## src/rtl/mic1_sequencer.sv

```systemverilog
// MIC-1 microsequencer: control-store loader, microinstruction fetch/execute and next-MPC logic.
// Define MIC1_SEQ_BKPT_EN to build the breakpoint-on-next-MPC feature (bkpt_addr).

module mic1_sequencer #(
    parameter int ADDR_W = 9,
    parameter int WORD_W = 36
) (
    input  logic              clk,
    input  logic              rst,
    input  logic              ld_valid,
    output logic              ld_ready,
    input  logic [ADDR_W-1:0] ld_addr,
    input  logic [WORD_W-1:0] ld_data,
    input  logic              start,
    input  logic [ADDR_W-1:0] start_addr,
    input  logic              halt_req,
    input  logic              mem_busy,
    input  logic              dp_n,
    input  logic              dp_z,
    input  logic [ADDR_W-2:0] mbr,
    output logic              cs_wen,
    output logic              cs_ren,
    output logic [ADDR_W-1:0] cs_waddr,
    output logic [ADDR_W-1:0] cs_raddr,
    output logic [WORD_W-1:0] cs_wdata,
    input  logic [WORD_W-1:0] cs_rdata,
    output logic [WORD_W-1:0] mir,
    output logic              mir_valid,
    output logic [ADDR_W-1:0] mpc,
    output logic              halted,
    output logic [31:0]       ucount,
    input  logic [ADDR_W-1:0] bkpt_addr
);

    localparam int NA_LSB   = WORD_W - ADDR_W;
    localparam int JMPC_BIT = NA_LSB - 1;
    localparam int JAMN_BIT = NA_LSB - 2;
    localparam int JAMZ_BIT = NA_LSB - 3;

    typedef enum logic [1:0] {
        S_IDLE  = 2'd0,
        S_FETCH = 2'd1,
        S_EXEC  = 2'd2
    } state_e;

    state_e            state_q, state_d;
    logic [ADDR_W-1:0] mpc_q, mpc_d;
    logic [31:0]       ucount_q, ucount_d;
    logic              halt_sticky_q, halt_sticky_d;

    logic [ADDR_W-1:0] next_addr;
    logic              jmpc, jamn, jamz;
    logic [ADDR_W-1:0] next_mpc;
    logic              bkpt_hit;

    // The MIR fields come straight from the control store read data, which holds during stalls.
    assign next_addr = cs_rdata[WORD_W-1:NA_LSB];
    assign jmpc      = cs_rdata[JMPC_BIT];
    assign jamn      = cs_rdata[JAMN_BIT];
    assign jamz      = cs_rdata[JAMZ_BIT];

    assign next_mpc = {next_addr[ADDR_W-1] | (jamn & dp_n) | (jamz & dp_z),
                       next_addr[ADDR_W-2:0] | (jmpc ? mbr : '0)};

`ifdef MIC1_SEQ_BKPT_EN
    assign bkpt_hit = (next_mpc == bkpt_addr);
`else
    logic bkpt_unused;
    assign bkpt_unused = ^bkpt_addr;
    assign bkpt_hit    = 1'b0;
`endif

    // NOTE: state flops use non-blocking assignments so every flop samples pre-edge values.
    always_ff @(posedge clk or posedge rst) begin
        if (rst) begin
            state_q       <= S_IDLE;
            mpc_q         <= '0;
            ucount_q      <= '0;
            halt_sticky_q <= 1'b0;
        end else begin
            state_q       <= state_d;
            mpc_q         <= mpc_d;
            ucount_q      <= ucount_d;
            halt_sticky_q <= halt_sticky_d;
        end
    end

    always_comb begin
        // NOTE: each _d defaults to its hold value first, so no branch can infer a latch.
        state_d       = state_q;
        mpc_d         = mpc_q;
        ucount_d      = ucount_q;
        halt_sticky_d = halt_sticky_q;
        case (state_q)
            S_IDLE: begin
                if (!ld_valid && start) begin
                    mpc_d   = start_addr;
                    state_d = S_FETCH;
                end
            end
            S_FETCH: begin
                state_d = S_EXEC;
                if (halt_req) halt_sticky_d = 1'b1;
            end
            S_EXEC: begin
                if (!mem_busy) begin
                    ucount_d      = ucount_q + 32'd1;
                    mpc_d         = next_mpc;
                    halt_sticky_d = 1'b0;
                    state_d       = (halt_req || halt_sticky_q || bkpt_hit) ? S_IDLE : S_FETCH;
                end
            end
            default: state_d = S_IDLE;
        endcase
    end

    always_comb begin
        ld_ready  = 1'b0;
        cs_wen    = 1'b0;
        cs_ren    = 1'b0;
        mir       = '0;
        mir_valid = 1'b0;
        halted    = 1'b0;
        case (state_q)
            S_IDLE: begin
                halted   = 1'b1;
                ld_ready = !rst;
                cs_wen   = ld_valid && !rst;
            end
            S_FETCH: cs_ren = 1'b1;
            S_EXEC: begin
                mir_valid = 1'b1;
                mir       = cs_rdata;
            end
            default: ;
        endcase
    end

    assign cs_waddr = ld_addr;
    assign cs_wdata = ld_data;
    assign cs_raddr = mpc_q;
    assign mpc      = mpc_q;
    assign ucount   = ucount_q;

endmodule

```

## config.mk

```make
export PLATFORM = sky130hd
export DESIGN_NAME = mic1_sequencer
export DESIGN_NICKNAME = d
export VERILOG_FILES = /design/src/rtl/mic1_sequencer.sv
export SDC_FILE = /design/constraint.sdc
export NUM_CORES = 1
export LEC_CHECK = 0
export BUFFER_PORTS_ARGS = -buffer_cell sky130_fd_sc_hd__clkbuf_2
export CAP_MARGIN = 20
export CELL_PAD_IN_SITES_DETAIL_PLACEMENT = 1
export CELL_PAD_IN_SITES_GLOBAL_PLACEMENT = 1
export CORE_UTILIZATION = 25
export CTS_BUF_LIST = sky130_fd_sc_hd__clkbuf_2
export CTS_CLUSTER_SIZE = 8
export DETAILED_ROUTE_END_ITERATION = 8
export GPL_TIMING_DRIVEN = 1
export MAX_ROUTING_LAYER = met4
export PLACE_DENSITY = 0.92
export SLEW_MARGIN = 25
export SYNTH_ARGS = -nofsm -noshare
export SYNTH_HDL_FRONTEND = slang
export SYNTH_SLANG_ARGS = --single-unit
```

## constraint.sdc

```tcl
create_clock -name clk -period 2.2 [get_ports clk]
set_clock_uncertainty 0.15 [all_clocks]
set_input_delay 0.22 -clock clk [delete_from_list [all_inputs] [get_ports clk]]
set_output_delay 0.22 -clock clk [all_outputs]
set_load 0.005 [all_outputs]
```

==> flow_metrics.tcl, run 1 <==
set metrics [dict create \
    area_delta_synth_final_pct 42.4 \
    combPwrFrac 0.501 \
    fin_util 0.372 \
    nets 538 \
    syn_area_um2 2720 \
    r2r-start "state_q[0]" \
    antenna_cells 0 \
    critical_path.max_fanout 8 \
    dp_cells 530 \
    critical_path_required_ns 1.83 \
    drt-initial-drc-count 108 \
    async_flop_share 1.00 \
    syn_inst 298 \
    htree_num_levels 2 \
    num_rows 37 \
    seqPwrFrac 0.343 \
    post-route-cell-area_um2 3870 \
    hp-class "in2reg" \
    grt_setup_unrepaired "yes" \
    fin_ws_ns 0.0259 \
    endpoint_kind "primary output" \
    min_period_ns 2.17 \
    dr.pass1.iters 4 \
    yosysUniqueCellTypes 32 \
    reg2reg_slack_ns 0.08 \
    num_vias 2571 \
    yosys_warnings 0 \
    crit_top_cell "buf_6" \
    grt_max_degree 45 \
    grt_antenna_before_repair 0 \
    fin_crit_sh 0.988 \
    slowest_stage "dfrtp_1" \
    grt_pass1_vias 2690 \
    ys.flop_type "dfrtp_1" \
    grt_pass1_wl_mm 13.8 \
    finalSetupViolCount 0 \
    placed_area_um2 3280 \
    p_leak_nw 1.99 \
    synth_top_area_cell "dfrtp_1" \
    clkLatencyLatePin_ns 0.42 \
    grt_usage 0.163 \
    die_height_um 106 \
    fmax_ghz 0.460 \
    cts_tree "yes" \
    cp-startpoint "state_q[0]" \
    cp_slowest_stage_delay_ns 0.45 \
    clockBufferDepth 2 \
    maxCapViolCount 0 \
    switching_share 0.355 \
    crit_chain "buf_6, or2b_1, inv_4, clkbuf_16, and2_4, buf_6" \
    pin_count 251 \
    synth.area.top_cells "dfrtp_1 (40%), buf_4 (15%), and2_1 (9.4%)" \
    post-synth-top-count-cell "buf_4" \
    synth_nets 414 \
    pre_cts_ws_ns 0.163 \
    groute.layer.met3.usage 0.0300 \
    r2r_end "ucount[11]" \
    gr-total-overflow 0 \
    final-instance-count-excl-fill 559 \
    die_area_um2 11300 \
    vias_per_cell 4.60 \
    status "completed" \
    use_met2 0.302 \
    start_kind "flip-flop" \
    initial_core_util 0.261 \
    slew_headroom 0.603 \
    routed_wl_mm 9.61 \
    endpoint "mir[25]" \
    worstMarginPinSlew_ns 0.595 \
    port_buffers 151 \
    setup.worst_path.class "reg2out" \
    hpwl_mm 7.12 \
    ant_nets 0 \
    p_clk_frac 0.156 \
    gp_congestion 0.885 \
    powerDensity_nw_per_um2 813 \
    grt_use_met1 0.163 \
    worst_ep_arrival_time_ns 1.80 \
    postSynthAreaPerCell_um2 9.13 \
    hold_violations 0 \
    yosysTopAreaCellShare 0.405 \
    p_switching_mw 1.12 \
    yosys-top-cells-count "buf_4 (55), dfrtp_1 (44), and2_1 (41)" \
    cts_sinks 44 \
    cts-buffers-inserted 5 \
    die_x_um 106 \
    wl_per_cell_um 17.2 \
    vdd_drop_max_v 0.000282 \
    grt_busiest_layer "met2" \
    core_um2 10400 \
    internal_power_mw 2.03 \
    ys_seq_elements 44 \
    reg2reg_depth 5 \
    maxSlewViolCount 0 \
    cts.clk_slew.worst_paths_ns 0.28 \
    synth_edf_count 0 \
    cts_root_buf "clkbuf_2" \
    final_layout_size_suffix_gt1_frac 0.515 \
    drcViolationCount 0 \
    ys_seq_area_frac 0.405 \
]
-- what timing repair did --
action,CTS,global route
resized for setup,3,84
pin swaps,0,24
endpoints found under the setup margin,37,39
cloned,0,3
hold buffers,12,0
hold endpoints to repair,56,0
buffers inserted,2,4
-- power groups by stage --
stage	logic (mW)	registers [mW]	clock network, mW
floorplan	0.678	1.08	0
global placement	1.09	1.08	0
detailed placement	1.13	1.10	0
CTS	1.18	1.08	0.509
global route	1.70	1.10	0.536
finish	1.58	1.08	0.493
-- critical path: cells and delay by family (launching register included) --
kind,cells,cell delay (ns)
buf+inv,4,0.53
flops,1,0.45
simple gates,2,0.40
-- layer usage --
metal  vias to the layer above  part of all wire
li1                       1183                 -
met3                        42             0.049
met2                       102              0.55
met4                         0             0.039
met1                      1244              0.36
met5                         -                 0
-- worst min-delay path by stage --
| stage | startpoint | end | slack [ns] | cells past startpoint |
|---|---|---|---|---|
| 4_1_cts | cs_rdata[32] | cs_raddr[5] | 0.03 | 5 |
| 2_1_floorplan | mem_busy | state_q[1] | 0.19 | 1 |
| 3_3_place_gp | rst | cs_raddr[3] | 0.24 | 3 |
| 5_1_grt | dp_z | cs_raddr[8] | 0.07 | 5 |
| 3_5_place_dp | rst | cs_raddr[8] | 0.26 | 3 |
| 6_report | dp_z | cs_raddr[8] | 0.06 | 5 |
-- cell type report --
type | count | area [µm²]
Tap cell | 136 | 170
Clock buffer | 5 | 25.0
Clock inverter | 3 | 47.5
Fill cell | 1261 | 6540
Timing Repair Buffer | 183 | 1280
Sequential cell | 44 | 1100
Inverter | 3 | 13.8
Multi-Input combinational cell | 185 | 1240
-- sequential cells by signal, summed over array words and instances, names as in the netlist --
| name | count |
|---|---|
| cs_raddr | 9 |
| halt_sticky_q | 1 |
| state_q | 2 |
| ucount | 32 |
-- through the flow --
step	power, mW	TNS [ns]	hold WS (ns)
detailed placement	2.23	0	0.257
global route	3.34	-1.89	0.0743
floorplan	1.76	0	0.186
CTS	2.77	-0.0178	0.0316
finish	3.15	0	0.0644
global placement	2.17	0	0.238
-- logic make-up (layout without fill, tap and decap cells) --
| logic type | Yosys count | after routing | synth area share |
|---|---|---|---|
| simple gates | 119 | 119 | 0.248 |
| fa+ha+maj | 1 | 1 | 0.00460 |
| buf+inv | 69 | 194 | 0.174 |
| compound gates | 33 | 33 | 0.0649 |
| mux | 1 | 1 | 0.00414 |
| xor+xnor | 31 | 31 | 0.0998 |
| flops | 44 | 44 | 0.405 |
-- layout by cell type (no fill, tap or decap), types with 2 or more instances in the layout --
master / synthesis / routed
and2_4: 0 / 33
nand4_1: 16 / 16
and2_1: 41 / 8
nor3_1: 4 / 3
a21oi_1: 18 / 18
clkbuf_2: 0 / 125
nand2_1: 20 / 20
and4_1: 2 / 2
xor2_1: 4 / 4
clkinv_4: 0 / 2
dlygate4sd3_1: 0 / 12
clkbuf_16: 0 / 2
xnor2_1: 27 / 27
buf_6: 1 / 34
and3_1: 4 / 4
nand3_1: 7 / 7
nor4_1: 3 / 2
dfrtp_1: 44 / 44
nor2_1: 15 / 15
buf_4: 55 / 13
o21ai_0: 11 / 11
No activity file was read; power rests on OpenSTA's default activity.
==> inputs of run 2 (changes only) <==
--- a/config.mk
+++ b/config.mk
@@ -5,7 +5,7 @@
 export SDC_FILE = /design/constraint.sdc
 export NUM_CORES = 1
 export LEC_CHECK = 0
-export BUFFER_PORTS_ARGS = -buffer_cell sky130_fd_sc_hd__clkbuf_2
+export BUFFER_PORTS_ARGS = -buffer_cell sky130_fd_sc_hd__buf_2
 export CAP_MARGIN = 20
 export CELL_PAD_IN_SITES_DETAIL_PLACEMENT = 1
 export CELL_PAD_IN_SITES_GLOBAL_PLACEMENT = 1
==> run 2 against run 1 <==
Register-to-register slack improved by 0.12 ns; highest routed layer unchanged; critical endpoint is now mir[6]; critical path depth unchanged; combinational power shrank 9%.
==> flow_metrics.tcl, run 2 (synthesis results as in run 1) <==
set metrics [dict create \
    status "completed" \
    num_vias 2566 \
    grt_antenna_before_repair 0 \
    gp_congestion 0.892 \
    layout_common_cells "buf_2 (138), dfrtp_1 (44), xnor2_1 (27)" \
    area_delta_synth_final_pct 35.4 \
    clockBufferDepth 2 \
    die_area_um2 11300 \
    hpwl_mm 6.95 \
    maxCapViolCount 0 \
    grt_setup_unrepaired "yes" \
    cts_tree "yes" \
    switching_share 0.368 \
    dr.pass1.iters 4 \
    port_buffers 151 \
    vdd_drop_max_v 0.000225 \
    routed_wl_mm 9.16 \
    num_rows 37 \
    grt_pass1_vias 2655 \
    combPwrFrac 0.506 \
    groute.layer.met3.usage 0.0251 \
    clkLatencyLatePin_ns 0.39 \
    layout_commonest_cell "buf_2" \
    worstMarginPinSlew_ns 0.569 \
    largest_reg_flops 32 \
    htree_num_levels 2 \
    multi_input_area_um2 1200 \
    maxSlewViolCount 0 \
    fin_crit_sh 0.970 \
    cts_sinks 44 \
    p_total_mw 2.83 \
    cts.clk_slew.worst_paths_ns 0.21 \
    ff_latch_area_um2 1100 \
    gr-total-overflow 0 \
    antenna_cells 0 \
    drt-initial-drc-count 98 \
    use_met2 0.293 \
    cts-buffers-inserted 5 \
    pin_count 251 \
    ant_nets 0 \
    p_switching_mw 1.04 \
    holdWs_ns 0.0886 \
    die_height_um 106 \
    grt_pass1_wl_mm 13.6 \
    cts_root_buf "clkbuf_2" \
    die_x_um 106 \
    p_clk_frac 0.117 \
    drcViolationCount 0 \
    endpoint_kind "primary output" \
    start_kind "flip-flop" \
    grt_usage 0.158 \
    critical_path_required_ns 1.83 \
    hold_violations 0 \
    placed_area_um2 3270 \
    grt_busiest_layer "met2" \
    min_period_ns 2.13 \
    final_layout_size_suffix_gt1_frac 0.475 \
    internal_power_mw 1.79 \
    worst_ep_arrival_time_ns 1.76 \
    finalSetupTns_ns 0 \
    post-route-cell-area_um2 3680 \
    finalSetupViolCount 0 \
    wl_per_cell_um 16.4 \
    setup.worst_path.class "reg2out" \
    core_um2 10400 \
    hp-class "in2reg" \
    nets 537 \
    seqPwrFrac 0.377 \
    p_leak_nw 1.95 \
    fin_util 0.354 \
    nFillCells 1287 \
    fmax_ghz 0.469 \
    grt_use_met1 0.162 \
    powerDensity_nw_per_um2 768 \
    critical_path.max_fanout 8 \
    slew_headroom 0.620 \
    grt_max_degree 45 \
    initial_core_util 0.261 \
    vias_per_cell 4.61 \
]
==> run 2: worst paths after layout <==
kind | endpoint | from | slack (ns) | depth (start not counted)
max reg2reg | ucount[31] | state_q[0] | 0.20 | 5
max in group asynchronous | ucount[8] | rst | 1.14 | 4
min in group asynchronous | cs_raddr[8] | rst | 0.36 | 4
min reg2reg | ucount[13] | ucount[13] | 0.36 | 1
min | cs_raddr[1] | cs_rdata[28] | 0.09 | 5
max | mir[6] | state_q[0] | 0.07 | 6
==> run 2: per-stage QoR <==
stage / setup WS, ns / instances
final: 0.0661 / 557
after detailed placement: 0.138 / 529
after floorplan: 0.236 / 298
after global placement: 0.196 / 529
after global routing: -0.0458 / 557
after CTS: 0.0311 / 549
==> run 2: area by class of cell <==
class                      count  area share
multi-input combinational    185       0.325
timing repair buffer         182       0.316
sequential                    44       0.299
tap                          136      0.0462
clock buffer                   5     0.00680
inverter                       3     0.00374
clock inverter                 2     0.00340
==> run 2: critical path, stage by stage, from the launching register on <==
cell and delay, ns:
dfrtp_1 0.43, buf_6 0.13, or2b_1 0.26, inv_4 0.14, clkbuf_16 0.17, and2_1 0.12
buf_2 0.13
==> run 2: per-layer routing <==
metal	up-vias	share of wire
li1	1181	-
met1	1243	0.37
met2	96	0.54
met3	46	0.046
met4	0	0.042
met5	-	0
==> run 2: what timing repair did <==
item,in CTS,in global routing
setup endpoints to repair,33,36
resized for setup,2,35
setup buffers,1,5
pin swaps,0,10
hold buffers,12,0
hold endpoints to repair,56,0
gates cloned,0,3
==> run 2: power groups by stage <==
stage	Sequential [mW]	Clock (mW)	Combinational, mW
6_report	1.07	0.332	1.43
5_1_grt	1.09	0.383	1.55
4_1_cts	1.07	0.358	1.15
3_5_place_dp	1.09	0	1.12
3_3_place_gp	1.07	0	1.08
2_1_floorplan	1.08	0	0.678
